$ cat config.mk
export PLATFORM = sky130hd
export DESIGN_NAME = fetch_sequencer
export DESIGN_NICKNAME = d
export VERILOG_FILES = /design/src/rtl/fetch_sequencer_pkg.sv /design/src/rtl/fetch_sequencer_sat_counter.sv /design/src/rtl/fetch_sequencer.sv
export SDC_FILE = /design/constraint.sdc
export NUM_CORES = 1
export LEC_CHECK = 0
export CAP_MARGIN = 20
export CORE_MARGIN = 3
export CORE_UTILIZATION = 43
export CTS_BUF_LIST = sky130_fd_sc_hd__clkbuf_4
export DETAILED_ROUTE_END_ITERATION = 12
export PLACE_DENSITY = 0.81
export SLEW_MARGIN = 40
export SYNTH_ARGS = -nofsm -noshare
export SYNTH_HDL_FRONTEND = slang
export SYNTH_SLANG_ARGS = --single-unit
$ cat constraint.sdc
create_clock -name i_clock -period 2 [get_ports i_clock]
set_input_delay 0.4 -clock i_clock [delete_from_list [all_inputs] [get_ports i_clock]]
set_output_delay 0.4 -clock i_clock [all_outputs]
set_load 0.005 [all_outputs]
$ cat src/rtl/fetch_sequencer_pkg.sv
// Shared definitions for the fetch sequencer: default widths, vectors and FSM encoding.
package fetch_sequencer_pkg;

    localparam int unsigned DEF_PC_W  = 32;
    localparam int unsigned DEF_CNT_W = 16;

    localparam logic [DEF_PC_W-1:0] DEF_RESET_VECTOR = 32'h0000_0000;
    localparam logic [DEF_PC_W-1:0] DEF_TRAP_VECTOR  = 32'h0000_0010;

    // Encoding is visible on the debug STATE port, so values are fixed.
    typedef enum logic [1:0] {
        StRun      = 2'd0,
        StStalled  = 2'd1,
        StRedirect = 2'd2,
        StHalted   = 2'd3
    } state_e;

endpackage

$ cat src/rtl/fetch_sequencer_sat_counter.sv
// Saturating up-counter with synchronous clear; holds at all-ones.
module fetch_sequencer_sat_counter #(
    parameter int unsigned CNT_W = 16
) (
    input  logic             i_clock,
    input  logic             i_clear,
    input  logic             i_enable,
    output logic [CNT_W-1:0] o_count
);

    logic [CNT_W-1:0] r_count;

    // Count enabled cycles; clear has priority, stop at the maximum value.
    always_ff @(posedge i_clock) begin
        if (i_clear) begin
            r_count <= '0;
        end else if (i_enable && (r_count != {CNT_W{1'b1}})) begin
            r_count <= r_count + {{(CNT_W-1){1'b0}}, 1'b1};
        end
    end

    assign o_count = r_count;

endmodule

$ cat src/rtl/fetch_sequencer.sv
// Program counter sequencer for the IF stage: increment, stall hold, branch redirect
// with flush, trap vectoring with saved return PC, and halt/resume.
module fetch_sequencer
    import fetch_sequencer_pkg::*;
#(
    parameter int unsigned        PC_W         = DEF_PC_W,
    parameter logic [PC_W-1:0]    RESET_VECTOR = DEF_RESET_VECTOR,
    parameter logic [PC_W-1:0]    TRAP_VECTOR  = DEF_TRAP_VECTOR,
    parameter int unsigned        CNT_W        = DEF_CNT_W
) (
    input  logic             i_clock,
    input  logic             i_reset,
    input  logic             i_stall,
    input  logic             i_br_taken,
    input  logic [PC_W-1:0]  i_br_target,
    input  logic             i_trap,
    input  logic             i_halt,
    input  logic             i_resume,
    output logic [PC_W-1:0]  o_pc,
    output logic [PC_W-1:0]  o_pc_m1,
    output logic             o_fetch_valid,
    output logic             o_flush,
    output logic [PC_W-1:0]  o_epc,
    output logic [CNT_W-1:0] o_stall_cnt,
    output logic [1:0]       o_state
);

    state_e          r_state;
    logic [PC_W-1:0] r_pc;
    logic [PC_W-1:0] r_epc;
    logic            r_fetch_valid;
    logic            r_flush;

    logic [PC_W-1:0] w_pc_inc;
    logic            w_stall_en;

    assign w_pc_inc = r_pc + {{(PC_W-1){1'b0}}, 1'b1};

    // Counter advances on every edge that lands in (or stays in) STALLED.
    assign w_stall_en = !i_trap && (r_state != StHalted) && !i_br_taken && !i_halt && i_stall;

    // Sequencer FSM: priority RESET > TRAP > (HALTED handling) > BR_TAKEN > HALT > STALL > increment.
    always_ff @(posedge i_clock) begin
        if (i_reset) begin
            r_pc          <= RESET_VECTOR;
            r_state       <= StRun;
            r_fetch_valid <= 1'b0;  // first fetch after reset is not yet valid
            r_flush       <= 1'b0;
            r_epc         <= '0;
        end else if (i_trap) begin
            // A branch resolving on the same edge is the architectural return point.
            r_epc         <= i_br_taken ? i_br_target : r_pc;
            r_pc          <= TRAP_VECTOR;
            r_state       <= StRedirect;
            r_fetch_valid <= 1'b0;
            r_flush       <= 1'b1;
        end else if (r_state == StHalted) begin
            // STALL and BR_TAKEN are ignored; RESUME beats HALT.
            r_flush <= 1'b0;
            if (i_resume) begin
                r_pc          <= w_pc_inc;
                r_state       <= StRun;
                r_fetch_valid <= 1'b1;
            end else begin
                r_fetch_valid <= 1'b0;
            end
        end else if (i_br_taken) begin
            // Overrides STALL: EX is downstream of the stalled IF/ID register.
            r_pc          <= i_br_target;
            r_state       <= StRedirect;
            r_fetch_valid <= 1'b0;
            r_flush       <= 1'b1;
        end else if (i_halt) begin
            r_state       <= StHalted;
            r_fetch_valid <= 1'b0;
            r_flush       <= 1'b0;
        end else if (i_stall) begin
            r_state       <= StStalled;
            r_fetch_valid <= 1'b1;  // held instruction stays valid
            r_flush       <= 1'b0;
        end else begin
            r_pc          <= w_pc_inc;
            r_state       <= StRun;
            r_fetch_valid <= 1'b1;
            r_flush       <= 1'b0;
        end
    end

    fetch_sequencer_sat_counter #(
        .CNT_W (CNT_W)
    ) u_stall_cnt (
        .i_clock  (i_clock),
        .i_clear  (i_reset),
        .i_enable (w_stall_en),
        .o_count  (o_stall_cnt)
    );

    assign o_pc          = r_pc;
    assign o_pc_m1       = w_pc_inc;
    assign o_fetch_valid = r_fetch_valid;
    assign o_flush       = r_flush;
    assign o_epc         = r_epc;
    assign o_state       = r_state;

endmodule

Yosys cells after proc, flatten, opt, wreduce, memory -nomap -nowiden
Index checks and enable logic that the tools add are counted.
{"block": "classes", "add_sub_neg": 2, "n_eq_ne": 9, "mux": 20, "n_reduce_logical": 11}
{"cell": "$mux 32", "n": 6}
{"cell": "$add 32x1->32 const B", "n": 1}
{"cell": "$add 16x1->16 const B", "n": 1}
{"cell": "$ne 16x16->1 const B", "n": 1}
{"cell": "$mux 2", "n": 5}
{"cell": "$mux 1", "n": 8}
{"cell": "$reduce_and 3->1", "n": 2}
{"cell": "$logic_and 1x1->1", "n": 5}
{"cell": "$mux 5", "n": 1}
{"cell": "$ne 2x2->1 const B", "n": 2}
{"cell": "$ne 4x1->1 const B", "n": 1}
{"cell": "$ne 4x3->1 const B", "n": 1}
{"cell": "$logic_not 1->1", "n": 3}
{"cell": "$ne 3x1->1 const B", "n": 1}
{"cell": "$ne 3x2->1 const B", "n": 1}
{"cell": "$ne 3x3->1 const B", "n": 1}
{"cell": "$eq 2x2->1 const B", "n": 1}
{"cell": "$reduce_or 2->1", "n": 1}
{"block": "word_totals", "register_bits": 84, "input_bits": 39, "output_inout_bits": 116, "wordCells": 50}

Depth between registers and ports, before layout
{"block": "logic_depth", "depth_word": 6, "depth_mapped": 7, "ltp_nobuf": 6}

Cells and area by module
Synthesis repeated with hierarchy kept, for this count alone.
{"block": "unflattened", "hier_cells": 569, "area_unflattened_um2": 4812.1}
{"mod": "fetch_sequencer", "instances": 1, "cells_each": 470, "area_per_inst_um2": 3963.8, "seq_area_each_um2": 1361.3}
{"mod": "fetch_sequencer_sat_counter", "instances": 1, "cells_each": 99, "area_per_inst_um2": 848.3, "seq_area_each_um2": 320.3}

Least setup slack after synthesis
Ideal clock, no wire load.
{"block": "synth_timing", "path_type": "register to output", "startpoint": "register r_pc[0], in the netlist o_pc[0]", "endpoint": "output port o_pc_m1[30]", "arrival_ns": 1.618, "t_required_ns": 1.600, "slack_ns": -0.018, "stages_incl_launch_ff": 7, "path_buffers": 0, "path_cell_list": "dfxtp_1 > ha_1 > nand3_1 > nor3_4 > nand4_4 > nor2_1 > xor2_1"}
{"block": "synth_via", "elab_chain_cells": 1}
{"item": "start: declaration", "line_no": "fetch_sequencer.sv:29", "source": "logic [PC_W-1:0] r_pc;"}
{"item": "start signal: assignment", "line_no": "fetch_sequencer.sv:61", "source": "r_pc <= w_pc_inc;"}
{"item": "start signal: assignment", "line_no": "fetch_sequencer.sv:69", "source": "r_pc <= i_br_target;"}
{"item": "start signal: assignment", "line_no": "fetch_sequencer.sv:82", "source": "r_pc <= w_pc_inc;"}
{"item": "$add 32x1->32", "line_no": "fetch_sequencer.sv:37", "source": "assign w_pc_inc = r_pc + {{(PC_W-1){1'b0}}, 1'b1};"}
{"item": "end: declaration", "line_no": "fetch_sequencer.sv:20", "source": "output logic [PC_W-1:0] o_pc_m1,"}
Every way passes these cells.

Final worst setup path
{"block": "layout_timing", "startpoint": "register r_pc[1], in the netlist o_pc[1]", "endpoint": "output port o_pc_m1[30]"}
The elaborated chain is that of the path after synthesis.

==> flow_results.xml <==
<?xml version="1.0" encoding="UTF-8"?>
<metrics>
  <group name="status">
    <metric name="status" unit="">complete, but fails checks</metric>
    <metric name="violations" unit="">setup timing</metric>
  </group>
  <group name="routing">
    <metric name="drt-total-wl" unit="mm">20.97</metric>
    <metric name="drt-vias-per-instance" unit="">6.202</metric>
    <metric name="drt.antenna.violating_nets" unit="">0</metric>
    <metric name="drt_iter0_markers" unit="">636</metric>
    <metric name="drt_pre_antenna_iters" unit="">5</metric>
    <metric name="avgRoutedWirePerCell" unit="um">21.80</metric>
    <metric name="via_count" unit="">5966</metric>
    <metric name="detail_route.drc_violations" unit="">0</metric>
  </group>
  <group name="finish">
    <metric name="utilization" unit="">0.7620</metric>
    <metric name="nNetsFinal" unit="">860</metric>
    <metric name="num-fill-cells" unit="">659</metric>
    <metric name="drive_gt1_frac" unit="">0.3362</metric>
    <metric name="postLayoutCellArea" unit="sq um">7938</metric>
    <metric name="synthToLayoutAreaGrowth" unit="%">70.45</metric>
  </group>
  <group name="clocking">
    <metric name="clock_latency_of_the_later_clocked_register_in_the_worst_skew_pair" unit="ps">480</metric>
    <metric name="cts_sinks" unit="">84</metric>
    <metric name="cts-htree-levels" unit="">3</metric>
    <metric name="postCtsHoldBufs" unit="">0</metric>
    <metric name="cts_inserted_buffers" unit="">9</metric>
    <metric name="cts_tree" unit="">yes</metric>
    <metric name="clk_pin_slew" unit="ps">160</metric>
    <metric name="clockBufferDepth" unit="">2</metric>
    <metric name="cts-root-buf" unit="">clkbuf_4</metric>
  </group>
  <group name="floorplanning">
    <metric name="num_rows" unit="">37</metric>
    <metric name="die_h" unit="um">110.1</metric>
    <metric name="die_w" unit="um">110.1</metric>
    <metric name="floorplan.io_pins" unit="">155</metric>
    <metric name="starting_density_of_the_core" unit="">0.4471</metric>
    <metric name="dieArea" unit="sq um">12120</metric>
    <metric name="core_region_area" unit="sq um">10420</metric>
  </group>
  <group name="timing">
    <metric name="rsz0062_at_grt" unit="">true</metric>
    <metric name="slew_viol_final" unit="">0</metric>
    <metric name="final.min_clock_period" unit="ps">2704</metric>
    <metric name="slew-limit-headroom" unit="">0.4933</metric>
    <metric name="finalCritPeriodShare" unit="">1.352</metric>
    <metric name="worst_pin_slew" unit="ps">754.2</metric>
    <metric name="finalClockSkew" unit="ps">30.74</metric>
    <metric name="final-setup-viol-count" unit="">36</metric>
    <metric name="final_hold_viol_count" unit="">0</metric>
    <metric name="max_clock_freq" unit="MHz">369.8</metric>
    <metric name="layout_setup_ws" unit="ps">-704.1</metric>
  </group>
  <group name="yosys">
    <metric name="synthesis.area" unit="sq um">4657</metric>
    <metric name="ys_ff_latch" unit="">84</metric>
    <metric name="dominantRegCellSynth" unit="">dfxtp_1</metric>
    <metric name="synth_largest_area_cell" unit="">dfxtp_1</metric>
    <metric name="synthesis.instances" unit="">559</metric>
    <metric name="async_flop_share" unit="">0</metric>
    <metric name="synth_fp_nets" unit="">600</metric>
    <metric name="synth_area_leaders" unit="">dfxtp_1, mux2i_1, nor2_1</metric>
    <metric name="synthesis.yosys.warnings" unit="">0</metric>
    <metric name="number_of_flops_mapped_to_enable_cells_by_yosys" unit="">0</metric>
    <metric name="synth_top_cell_area_share" unit="">0.3611</metric>
    <metric name="synth.avg_cell_area" unit="sq um">8.331</metric>
    <metric name="ys_seq_area_frac" unit="">0.3611</metric>
    <metric name="ys_types" unit="">56</metric>
  </group>
  <group name="worst_hold_path">
    <metric name="hold_path.class" unit="">in2reg</metric>
  </group>
  <group name="global_routing">
    <metric name="global_route.usage.total" unit="">0.3102</metric>
    <metric name="grt_max_degree" unit="">53</metric>
    <metric name="grt_pass1_wl" unit="mm">29.39</metric>
    <metric name="via_count_of_the_first_global_routing_pass" unit="">5670</metric>
    <metric name="grt_antenna_before_repair" unit="">0</metric>
    <metric name="grt_remaining_overflow" unit="">0</metric>
  </group>
  <group name="critical_path">
    <metric name="worst-path-max-fanout" unit="">5</metric>
    <metric name="start_kind" unit="">register</metric>
    <metric name="timing.setup.critical_path_class" unit="">reg2out</metric>
    <metric name="cp-end-kind" unit="">output pin</metric>
    <metric name="arrival_time_worst_endpoint" unit="ps">2300</metric>
    <metric name="worst_ep_required_time" unit="ps">1600</metric>
  </group>
  <group name="power">
    <metric name="p_sw_frac" unit="">0.3204</metric>
    <metric name="max-vdd-ir-drop" unit="uV">295.5</metric>
    <metric name="static-leakage-power" unit="nW">3.414</metric>
    <metric name="power_frac_comb" unit="">0.233</metric>
    <metric name="sequential_group_share_of_total_power" unit="">0.512</metric>
    <metric name="total_switching_power" unit="mW">1.127</metric>
    <metric name="pwr-share-clk" unit="">0.255</metric>
    <metric name="power.density" unit="nW/um^2">443.2</metric>
    <metric name="power_report.internal_total" unit="mW">2.391</metric>
  </group>
  <group name="placed_design">
    <metric name="detailed_placement_wirelength_estimate" unit="mm">11.64</metric>
    <metric name="gp_congestion" unit="">0.9002</metric>
    <metric name="buffer_ports.inserted" unit="">154</metric>
    <metric name="detailed_place.area" unit="sq um">6980</metric>
  </group>
  <group name="job">
    <metric name="maxCapViolations" unit="">0</metric>
  </group>
</metrics>
power by group through the flow:
| stage | clock network (mW) | logic [mW] | registers, mW |
|---|---|---|---|
| after floorplan | 0 | 0.309 | 1.84 |
| after global placement | 0 | 0.760 | 1.83 |
| after detailed placement | 0 | 0.777 | 1.83 |
| after global routing | 0.963 | 0.866 | 1.81 |
| after CTS | 0.861 | 0.765 | 1.80 |
| final | 0.896 | 0.821 | 1.80 |
timing repair:
item / 4_1_cts / 5_1_grt
setup buffers: 30 / 25
endpoints found under the hold margin: 0 / 0
pin swaps: 44 / 46
setup endpoints to repair: 34 / 57
resized for setup: 201 / 74
cloned: 0 / 1
cell families after synthesis:
logic type / synth area share
muxes: 0.07550
xor gates and xnor gates: 0.08275
AOI/OAI and AO/OA: 0.1819
buffers and inverters: 0.04621
and+or+nand+nor: 0.2472
adders and majority gates: 0.005373
DFF: 0.3611
per-stage QoR:
step / hold WS [ps] / setup TNS, ps / std cells / setup WS [ps] / total power, mW
floorplan: 478.3 / -4.260 / 559 / -4.260 / 2.152
finish: 327.4 / -13070 / 962 / -704.1 / 3.518
global placement: 471.8 / -15870 / 898 / -465.8 / 2.586
global route: 321.2 / -16430 / 960 / -824.3 / 3.637
CTS: 323.5 / -9325 / 944 / -443.5 / 3.422
detailed placement: 476.6 / -16790 / 898 / -430.3 / 2.606
worst paths after layout:
| kind | start | endpoint | slack (ps) | cells past startpoint |
|---|---|---|---|---|
| hold reg to reg | o_epc[27]$_SDFFE_PP0P_ | o_epc[27]$_SDFFE_PP0P_ | 500 | 2 |
| setup reg to reg | o_pc[1]$_SDFFE_PP0P_ | o_pc[30]$_SDFFE_PP0P_ | -230 | 9 |
| hold / removal | i_reset | o_pc[20]$_SDFFE_PP0P_ | 330 | 3 |
| setup / recovery | o_pc[1]$_SDFFE_PP0P_ | o_pc_m1[30] | -700 | 8 |
flip-flops by register name, summed over array words and instances (netlist names):
register / cells
u_stall_cnt.o_count: 16
o_fetch_valid: 1
o_pc: 32
o_flush: 1
o_state: 2
o_epc: 32
layout by cell type, fill, tap and decap left out, types with 8 or more instances in the layout:
master / synthesis / final
o21ai_0: 15 / 15
nor2_1: 83 / 74
xnor2_2: 0 / 12
buf_6: 0 / 37
xnor2_1: 27 / 15
mux2i_1: 34 / 33
clkdlybuf4s50_1: 0 / 113
nand4_1: 14 / 14
buf_4: 2 / 98
nand3_1: 27 / 18
a31oi_1: 17 / 16
nand3_4: 0 / 9
a211oi_1: 33 / 33
clkbuf_4: 0 / 9
xor2_1: 17 / 13
buf_2: 6 / 32
or3_1: 10 / 8
dfxtp_1: 84 / 63
dfxtp_2: 0 / 14
a22oi_1: 16 / 16
a21oi_1: 10 / 10
nand2_1: 34 / 30
worst max-delay path: stages, from the launching register on:
cell and delay (ps):
dfxtp_4 410, ha_4 160, nand3_4 90, nor3_4 300, buf_12 180, nand4_4 120
nor2_2 150, xor2_1 240, buf_2 160
Yosys cell counts (7+ instances only):
| cell type | number |
|---|---|
| a211oi_1 | 33 |
| or3_1 | 10 |
| a31oi_1 | 17 |
| nor2_1 | 83 |
| nand2_1 | 34 |
| nand3_1 | 27 |
| o21ai_0 | 15 |
| mux2i_1 | 34 |
| dfxtp_1 | 84 |
| xnor2_1 | 27 |
| clkbuf_1 | 32 |
| a21oi_1 | 10 |
| or4_1 | 7 |
| nor3_1 | 8 |
| o211ai_1 | 7 |
| xor2_1 | 17 |
| a22oi_1 | 16 |
| nand4_1 | 14 |
routing by layer:
layer,vias to the layer above,track usage,wire [um],part of all wire
li1,2567,-,-,-
met1,2818,0.3651,7841,0.37
met2,433,0.5312,10100,0.48
met3,148,0.06639,1672,0.080
met4,0,0.1549,1357,0.065
met5,-,0,0,0
cell type report:
type	count	area, sq um	share of cell area
clock buffer	9	67.56	0.008512
clock inverter	7	33.78	0.004256
antenna	2	5.005	0.0006305
timing repair buffer	296	2683	0.3380
tap	136	170.2	0.02144
sequential	84	1725	0.2174
multi-input combinational	422	3231	0.4070
inverter	6	22.52	0.002837
Note: power is estimated with default switching activity, not from simulation.
